$ cat src/rtl/vga_timing_pkg.sv
// Timing constants and helpers shared by the VGA sync generator.
// Segment lengths default to 640x480@60; totals are 10-bit unsigned sums.
package vga_timing_pkg;

  localparam int unsigned COORD_W = 10;

  typedef logic [COORD_W-1:0] coord_t;

  localparam int unsigned H_VISIBLE_640 = 640;
  localparam int unsigned H_FRONT_640   = 16;
  localparam int unsigned H_SYNC_640    = 96;
  localparam int unsigned H_BACK_640    = 48;

  localparam int unsigned V_VISIBLE_480 = 480;
  localparam int unsigned V_FRONT_480   = 10;
  localparam int unsigned V_SYNC_480    = 2;
  localparam int unsigned V_BACK_480    = 33;

  function automatic coord_t to_coord(input int unsigned val);
    return coord_t'(val);
  endfunction

  // A total of exactly 1024 wraps to 0, so total-1 still lands on 1023.
  function automatic coord_t h_total(input int unsigned visible, input int unsigned front,
                                     input int unsigned sync, input int unsigned back);
    return to_coord(visible + front + sync + back);
  endfunction

  function automatic coord_t v_total(input int unsigned visible, input int unsigned front,
                                     input int unsigned sync, input int unsigned back);
    return to_coord(visible + front + sync + back);
  endfunction

  function automatic logic in_window(input coord_t val, input coord_t lo, input coord_t hi);
    return (val >= lo) && (val < hi);
  endfunction

endpackage

$ cat src/rtl/pix_tick_gen.sv
// Pixel clock divider: counts 0..CLK_DIV-1 and emits a registered strobe per pixel.
// o_adv is the combinational advance used by the counters in the same cycle.
module pix_tick_gen #(
  parameter int unsigned CLK_DIV = 2
) (
  input  logic i_clk,
  input  logic i_rst_n,
  output logic o_adv,
  output logic o_pixel_tick
);

  localparam int unsigned DIV_W = (CLK_DIV > 1) ? $clog2(CLK_DIV) : 1;
  localparam logic [DIV_W-1:0] DIV_LAST = DIV_W'(CLK_DIV - 1);

  logic [DIV_W-1:0] r_div;
  logic             r_pixel_tick;
  logic             w_adv;

  // With CLK_DIV = 1 the divider sits at 0 and advances every clock.
  assign w_adv = (r_div == DIV_LAST);

  always_ff @(posedge i_clk or negedge i_rst_n) begin
    if (!i_rst_n) begin
      r_div        <= '0;
      r_pixel_tick <= 1'b0;
    end else begin
      r_div        <= w_adv ? '0 : r_div + 1'b1;
      r_pixel_tick <= w_adv;
    end
  end

  assign o_adv        = w_adv;
  assign o_pixel_tick = r_pixel_tick;

endmodule

$ cat src/rtl/vga_sync_gen.sv
// VGA raster timing: h/v counters, sync decode and visible-area enable.
// Define VGA_FRAME_PULSE_EN to add the frame_pulse output.
module vga_sync_gen
  import vga_timing_pkg::*;
#(
  parameter int unsigned CLK_DIV   = 2,
  parameter int unsigned H_VISIBLE = H_VISIBLE_640,
  parameter int unsigned H_FRONT   = H_FRONT_640,
  parameter int unsigned H_SYNC    = H_SYNC_640,
  parameter int unsigned H_BACK    = H_BACK_640,
  parameter int unsigned V_VISIBLE = V_VISIBLE_480,
  parameter int unsigned V_FRONT   = V_FRONT_480,
  parameter int unsigned V_SYNC    = V_SYNC_480,
  parameter int unsigned V_BACK    = V_BACK_480
) (
  input  logic               clk,
  input  logic               reset_n,
  output logic               Hsync,
  output logic               Vsync,
  output logic               video_on,
  output logic [COORD_W-1:0] pixel_x,
  output logic [COORD_W-1:0] pixel_y,
  output logic               pixel_tick
`ifdef VGA_FRAME_PULSE_EN
  ,
  output logic               frame_pulse
`endif
);

  localparam coord_t H_TOTAL  = h_total(H_VISIBLE, H_FRONT, H_SYNC, H_BACK);
  localparam coord_t V_TOTAL  = v_total(V_VISIBLE, V_FRONT, V_SYNC, V_BACK);
  localparam coord_t H_LAST   = H_TOTAL - coord_t'(1);
  localparam coord_t V_LAST   = V_TOTAL - coord_t'(1);
  localparam coord_t H_VIS    = to_coord(H_VISIBLE);
  localparam coord_t V_VIS    = to_coord(V_VISIBLE);
  localparam coord_t HS_START = to_coord(H_VISIBLE + H_FRONT);
  localparam coord_t HS_END   = to_coord(H_VISIBLE + H_FRONT + H_SYNC);
  localparam coord_t VS_START = to_coord(V_VISIBLE + V_FRONT);
  localparam coord_t VS_END   = to_coord(V_VISIBLE + V_FRONT + V_SYNC);

  logic   w_adv;
  logic   w_h_wrap;
  logic   w_v_wrap;
  coord_t w_h_next;
  coord_t w_v_next;

  coord_t r_h;
  coord_t r_v;
  logic   r_hsync;
  logic   r_vsync;
  logic   r_video_on;

  pix_tick_gen #(
    .CLK_DIV(CLK_DIV)
  ) u_pix_tick_gen (
    .i_clk       (clk),
    .i_rst_n     (reset_n),
    .o_adv       (w_adv),
    .o_pixel_tick(pixel_tick)
  );

  assign w_h_wrap = (r_h == H_LAST);
  assign w_v_wrap = (r_v == V_LAST);

  always_comb begin
    w_h_next = r_h;
    w_v_next = r_v;
    if (w_adv) begin
      w_h_next = w_h_wrap ? '0 : r_h + 1'b1;
      if (w_h_wrap) begin
        w_v_next = w_v_wrap ? '0 : r_v + 1'b1;
      end
    end
  end

  // Sync and enable decode the next-state counters so they move with pixel_x/pixel_y.
  always_ff @(posedge clk or negedge reset_n) begin
    if (!reset_n) begin
      r_h        <= '0;
      r_v        <= '0;
      r_hsync    <= 1'b1;
      r_vsync    <= 1'b1;
      r_video_on <= 1'b0;
    end else begin
      r_h        <= w_h_next;
      r_v        <= w_v_next;
      r_hsync    <= !in_window(w_h_next, HS_START, HS_END);
      r_vsync    <= !in_window(w_v_next, VS_START, VS_END);
      r_video_on <= (w_h_next < H_VIS) && (w_v_next < V_VIS);
    end
  end

`ifdef VGA_FRAME_PULSE_EN
  logic r_frame_pulse;

  always_ff @(posedge clk or negedge reset_n) begin
    if (!reset_n) begin
      r_frame_pulse <= 1'b0;
    end else begin
      r_frame_pulse <= w_adv && w_h_wrap && w_v_wrap;
    end
  end

  assign frame_pulse = r_frame_pulse;
`endif

  assign Hsync    = r_hsync;
  assign Vsync    = r_vsync;
  assign video_on = r_video_on;
  assign pixel_x  = r_h;
  assign pixel_y  = r_v;

endmodule

$ cat config.mk
export PLATFORM = sky130hd
export DESIGN_NAME = vga_sync_gen
export DESIGN_NICKNAME = d
export VERILOG_FILES = /design/src/rtl/vga_timing_pkg.sv /design/src/rtl/pix_tick_gen.sv /design/src/rtl/vga_sync_gen.sv
export SDC_FILE = /design/constraint.sdc
export NUM_CORES = 1
export LEC_CHECK = 0
export CORE_ASPECT_RATIO = 0.6
export CORE_MARGIN = 5
export CORE_UTILIZATION = 24
export DETAILED_ROUTE_END_ITERATION = 10
export DONT_BUFFER_PORTS = 1
export PLACE_DENSITY = 0.45
export SETUP_SLACK_MARGIN = 0.02
export SLEW_MARGIN = 15
export SYNTH_ARGS = -nofsm -noshare
export SYNTH_HDL_FRONTEND = slang
export SYNTH_HIERARCHICAL = 1
export SYNTH_SLANG_ARGS = --single-unit
$ cat constraint.sdc
create_clock -name clk -period 2.15 [get_ports clk]
set_input_delay 0 -clock clk [delete_from_list [all_inputs] [get_ports clk]]
set_output_delay 0 -clock clk [all_outputs]
set_load 0.03 [all_outputs]
==> results of run 1 <==
[power groups by stage]
stage               clock network [mW]   logic [mW]  registers [mW]
floorplan                            0  0.000000202           0.479
global placement                     0  0.000000337           0.479
detailed placement                   0  0.000000337           0.479
CTS                              0.297       0.0160           0.470
global route                     0.316       0.0178           0.470
finish                           0.287       0.0152           0.470
[layer usage]
layer	vias to the layer above	share of wire	wire (µm)	GRT usage
li1	542	-	-	-
met1	567	0.51	1890	0.157
met2	34	0.41	1530	0.162
met3	2	0.070	259	0.0411
met4	0	0.0073	27	0.0245
met5	-	0	0	0
[layout by cell type (no fill, tap or decap), drive strengths merged, types with 4 or more instances in the layout]
cell | netlist | routed
a21oi | 5 | 5
nand3 | 10 | 10
nor4 | 4 | 4
dfrtp | 23 | 23
nand2b | 5 | 5
xnor2 | 10 | 10
nand2 | 14 | 14
clkbuf | 1 | 4
o21ai | 10 | 10
o31ai | 5 | 5
buf | 1 | 28
inv | 10 | 10
nor2 | 6 | 6
[sequential cells by signal, summed over array words and instances (netlist names)]
signal and count:
u_pix_tick_gen/o_adv 1, Hsync 1, Vsync 1, pixel_y 10, video_on 1, pixel_x 10, u_pix_tick_gen/o_pixel_tick 1
[area by class of cell]
cell class | count | area [µm²] | share of cell area
Inverter | 10 | 37.5 | 0.0222
Timing Repair Buffer | 29 | 233 | 0.138
Clock buffer | 4 | 45.0 | 0.0267
Multi-Input combinational cell | 98 | 658 | 0.390
Tap cell | 66 | 82.6 | 0.0489
Sequential cell | 25 | 632 | 0.374
[through the flow]
step	utilization	TNS, ns
floorplan	-	-0.00326
global placement	0.307	0
detailed placement	0.307	0
CTS	0.321	0
global route	0.326	0
finish	0.326	0
[path summary, 6_finish.rpt]
kind,startpoint,endpoint,slack [ns],cells past startpoint
setup / recovery,pixel_x[6],video_on,0.07,6
hold / removal,reset_n,pixel_x[1],0.17,2
setup reg to reg,pixel_x[6],video_on,0.07,6
hold reg to reg,u_pix_tick_gen/o_adv,pixel_x[3],0.59,1
max in group asynchronous,reset_n,Vsync,1.75,2
min in group clk,u_pix_tick_gen/o_adv,pixel_x[3],0.59,1
[logic make-up (layout without fill, tap and decap cells)]
group	after synthesis	in the layout	synth area share
buffers and inverters	12	43	0.0401
XOR/XNOR	11	11	0.0735
flip-flops	25	25	0.479
adder cells (fa/ha/maj)	3	3	0.0287
AND/OR/NAND/NOR	57	57	0.247
AO/OA/AOI/OAI	27	27	0.131
[what timing repair did]
| item | CTS | global route |
|---|---|---|
| gates resized for setup | 0 | 4 |
| hold buffers | 2 | 0 |
| setup endpoints to repair | 0 | 3 |
| hold endpoints to repair | 25 | 0 |
[worst max-delay path, delay by kind of cell (launching register included)]
kind	cells	cell delay (ns)
flip-flops	1	0.41
AO/OA/AOI/OAI	2	0.33
AND/OR/NAND/NOR	4	1.26
==> results.py, run 1 <==
metrics = {
    "power": {
        "combPwrFrac": 0.020,
        "p_leak_nw": 0.694,
        "clkPwrFrac": 0.371,
        "ir_drop_uv": 219,
        "power_uw": 772,
        "power.net_switching_uw": 164,
        "seq_power_share": 0.609,
        "p_int_uw": 608,
        "p_per_area_mw_per_mm2": 457,
        "swShare": 0.213,
    },
    "synthesis": {
        "yosysWarnings": 6,
        "synth_top_area_frac": 0.439,
        "async_reset_ff_frac": 1.00,
        "synth_nets": 140,
        "yosysTopAreaCell": "dfrtp_1",
        "netlist_area_mm2": 0.00131,
        "yosysMostFrequentCell": "dfrtp_1",
        "ys_top_cells_by_count": "dfrtp_1, nand2_1",
        "yosysSeqAreaShare": 0.479,
        "synth_edf_count": 0,
        "yosysUniqueCellTypes": 39,
        "synth_area_per_cell_um2": 9.70,
        "yosys_most_used_dff": "dfrtp_1",
        "yosys-top-cells-area": "dfrtp_1, xnor2_1, dfstp_2",
        "ys_ff_latch": 25,
        "syn-instance-count": 135,
    },
    "clock_tree": {
        "cts_htree_levels": 1,
        "clk_latency_ns": 0.27,
        "cts_tree": "done",
        "clock-root-buffer": "clkbuf_8",
        "clk_pin_slew_worst_paths_ns": 0.09,
        "cts_buffers": 3,
        "cts_sinks": 25,
        "cts_buffer_depth": 2,
        "cts_setup_buffers": 0,
    },
    "timing": {
        "final-setup-viol-count": 0,
        "tightest_slew_ns": 0.419,
        "setup_ws_ns": 0.0728,
        "maxSlewViolCount": 0,
        "max_freq_mhz": 481,
        "fin_crit_ns": 2.08,
        "rsz0062_at_grt": "yes",
        "finalHoldViolCount": 0,
        "finClkSkew_ns": 0.00249,
        "whs_ns": 0.171,
        "slew_headroom": 0.720,
        "finalCritPeriodShare": 0.966,
    },
    "routing": {
        "dr_total_vias": 1145,
        "wl_per_cell_um": 16.0,
        "routed_wl_um": 3710,
        "drc": 0,
        "ant_nets": 0,
        "drtPass1Iterations": 4,
        "first_iter_violations": 55,
        "vias_per_cell": 4.94,
    },
    "critical_path": {
        "critPathMostFrequentCell": "o31ai_2",
        "slowest_delay_ns": 0.58,
        "crit_path_max_fanout": 10,
        "arrival_ns": 2.27,
        "worstSetupEndpointType": "flip-flop",
        "path_cells": "or3_4 > or4_4 > o31ai_2 > o31ai_2 > and3_4 > nor3_2",
        "crit_slowest_cell": "or4_4",
        "critPathRequiredTime_ns": 2.35,
        "critPathLaunchType": "flip-flop",
        "critical_path_class": "reg -> reg",
    },
    "placed_design": {
        "dpl.hpwl_um": 2800,
        "preCtsSetupSlack_ns": 0.0542,
        "dp.cells": 226,
        "place.gp.congestion": 0.834,
        "portBuffers": 0,
        "dpl_cell_area_mm2": 0.00159,
    },
    "floorplanning": {
        "ios": 26,
        "start_util": 0.253,
        "die_x_um": 105,
        "die-area_mm2": 0.00708,
        "design.core.area_mm2": 0.00518,
        "rows": 20,
        "chipHeight_um": 67.2,
    },
    "grt": {
        "grt-ovfl-total": 0,
        "grt_pass1_vias": 1137,
        "grt_usage": 0.111,
        "antenna_found_initial": 0,
        "grt_pass1_wl_um": 6100,
        "grt_max_degree": 26,
    },
    "final_layout": {
        "fillers": 523,
        "drive_gt1_frac": 0.277,
        "num-nets-final": 172,
        "area_growth_pct": 28.8,
        "final_area_mm2": 0.00169,
        "insertedDiodeCount": 0,
        "final_cells": 232,
    },
    "status": {
        "status": "complete, no violations",
    },
    "flow_run": {
        "drv_cap": 0,
    },
    "worst_hold_path": {
        "hold_class": "in -> async",
    },
}
Power figures use the tool's default switching activity.
==> run 2, diff against run 1 <==
ABC_CLOCK_PERIOD_IN_PS = 2150   (was default)
PLACE_DENSITY = default   (was 0.45)
==> run 2 against run 1 <==
Core utilization is essentially flat. Clock power barely moved. Total power hardly changed. Critical endpoint is now Vsync. Sequential power about the same. Sequential cell count stayed put. Via count shrank 2.4%. Global-route usage fell by 0.081 points. Largest cell class unchanged.
==> results.py, run 2 (same netlist as run 1, synthesis figures left out) <==
metrics = {
    "timing": {
        "final-setup-viol-count": 0,
        "max_freq_mhz": 494,
        "fin_crit_ns": 2.02,
        "tns_ns": 0,
        "finalHoldViolCount": 0,
        "rsz0062_at_grt": "no",
        "finClkSkew_ns": 0.00523,
        "tightest_slew_ns": 0.505,
        "maxSlewViolCount": 0,
        "slew_headroom": 0.663,
        "setup_ws_ns": 0.125,
        "finalCritPeriodShare": 0.942,
    },
    "final_layout": {
        "insertedDiodeCount": 0,
        "final_common_cell": "buf_4",
        "drive_gt1_frac": 0.275,
        "area_growth_pct": 29.0,
        "post-route-util": 0.326,
        "final_area_mm2": 0.00169,
        "num-nets-final": 173,
        "layout_common_cells": "buf_4, dfrtp_1, nand2_1",
        "fillers": 528,
    },
    "clock_tree": {
        "cts_htree_levels": 1,
        "cts_setup_buffers": 0,
        "cts_tree": "done",
        "cts_sinks": 25,
        "clk_latency_ns": 0.27,
        "cts_buffer_depth": 2,
        "cts_buffers": 3,
        "clock-root-buffer": "clkbuf_8",
        "clk_pin_slew_worst_paths_ns": 0.09,
    },
    "flow_run": {
        "drv_cap": 0,
    },
    "routing": {
        "vias_per_cell": 4.79,
        "drtPass1Iterations": 4,
        "dr_total_vias": 1117,
        "ant_nets": 0,
        "drc": 0,
        "routed_wl_um": 3580,
        "wl_per_cell_um": 15.4,
        "first_iter_violations": 58,
    },
    "critical_path": {
        "crit_path_max_fanout": 5,
        "worstSetupEndpointType": "flip-flop",
        "critical_path_class": "reg -> reg",
        "arrival_ns": 2.21,
        "critPathLaunchType": "flip-flop",
        "critPathRequiredTime_ns": 2.34,
    },
    "grt": {
        "top_usage_layer": "met1",
        "met3_usage": 0.0363,
        "grt_pass1_wl_um": 5920,
        "grt_pass1_vias": 1029,
        "grt_max_degree": 26,
        "antenna_found_initial": 0,
        "grt_usage": 0.110,
        "met2_usage": 0.127,
        "met1_usage": 0.188,
        "grt-ovfl-total": 0,
    },
    "floorplanning": {
        "die-area_mm2": 0.00708,
        "die_x_um": 105,
        "chipHeight_um": 67.2,
        "ios": 26,
        "design.core.area_mm2": 0.00518,
        "rows": 20,
        "start_util": 0.253,
    },
    "placed_design": {
        "place.gp.congestion": 0.908,
        "dpl_cell_area_mm2": 0.00160,
        "dpl.hpwl_um": 2910,
        "portBuffers": 0,
        "preCtsSetupSlack_ns": 0.139,
    },
    "power": {
        "power_uw": 771,
        "p_leak_nw": 0.695,
        "ir_drop_uv": 279,
        "p_per_area_mw_per_mm2": 456,
    },
    "worst_hold_path": {
        "hold_class": "in -> async",
    },
    "status": {
        "status": "complete, no violations",
    },
}
## run 2: cell types whose count changed in the layout (fill, tap and decap cells not counted), sizes merged
cell,change
buf,+1
## run 2: cell type report
cell class | count | area [µm²] | share of cell area
Tap cell | 66 | 82.6 | 0.0489
Sequential cell | 25 | 632 | 0.374
Clock buffer | 4 | 45.0 | 0.0266
Inverter | 10 | 37.5 | 0.0222
Multi-Input combinational cell | 98 | 653 | 0.386
Timing Repair Buffer | 30 | 240 | 0.142
## run 2: routing by layer
metal / vias up / routed length [µm]
met3: 2 / 346
met1: 526 / 2040
met2: 45 / 1180
met4: 0 / 10
met5: - / 0
li1: 544 / -
## run 2: critical path: stages, from the launching register on
cell and delay (ns):
dfrtp_2 0.41, or3_4 0.41, or4_4 0.58, o31ai_1 0.22, and3_4 0.23, nand4_1 0.09
## run 2: power by group
part / switching [mW] / internal (mW)
logic: 0.00962 / 0.00493
clock network: 0.154 / 0.133
registers: 0 / 0.470
total: 0.164 / 0.608
## run 2: final timing paths
kind | start | end | slack, ns | depth (start not counted)
worst max register to register | pixel_x[6] | Vsync | 0.13 | 5
worst max-delay path | pixel_x[6] | Vsync | 0.13 | 5
min in group clk | u_pix_tick_gen/o_adv | u_pix_tick_gen/o_pixel_tick | 0.64 | 1
max in group asynchronous | reset_n | Hsync | 1.78 | 2
worst min-delay path | reset_n | pixel_y[0] | 0.14 | 2
worst min register to register | u_pix_tick_gen/o_adv | u_pix_tick_gen/o_pixel_tick | 0.64 | 1
## run 2: what timing repair did
item,CTS,global route
endpoints found under the hold margin,25,0
resized for setup,0,3
hold buffers,2,0
endpoints found under the setup margin,0,3
## run 2: through the flow
| step | hold WS [ns] | cells |
|---|---|---|
| 2_1_floorplan | -0.296 | 135 |
| 3_3_place_gp | -0.294 | 227 |
| 3_5_place_dp | -0.295 | 227 |
| 4_1_cts | 0.142 | 233 |
| 5_1_grt | 0.142 | 233 |
| 6_report | 0.135 | 233 |
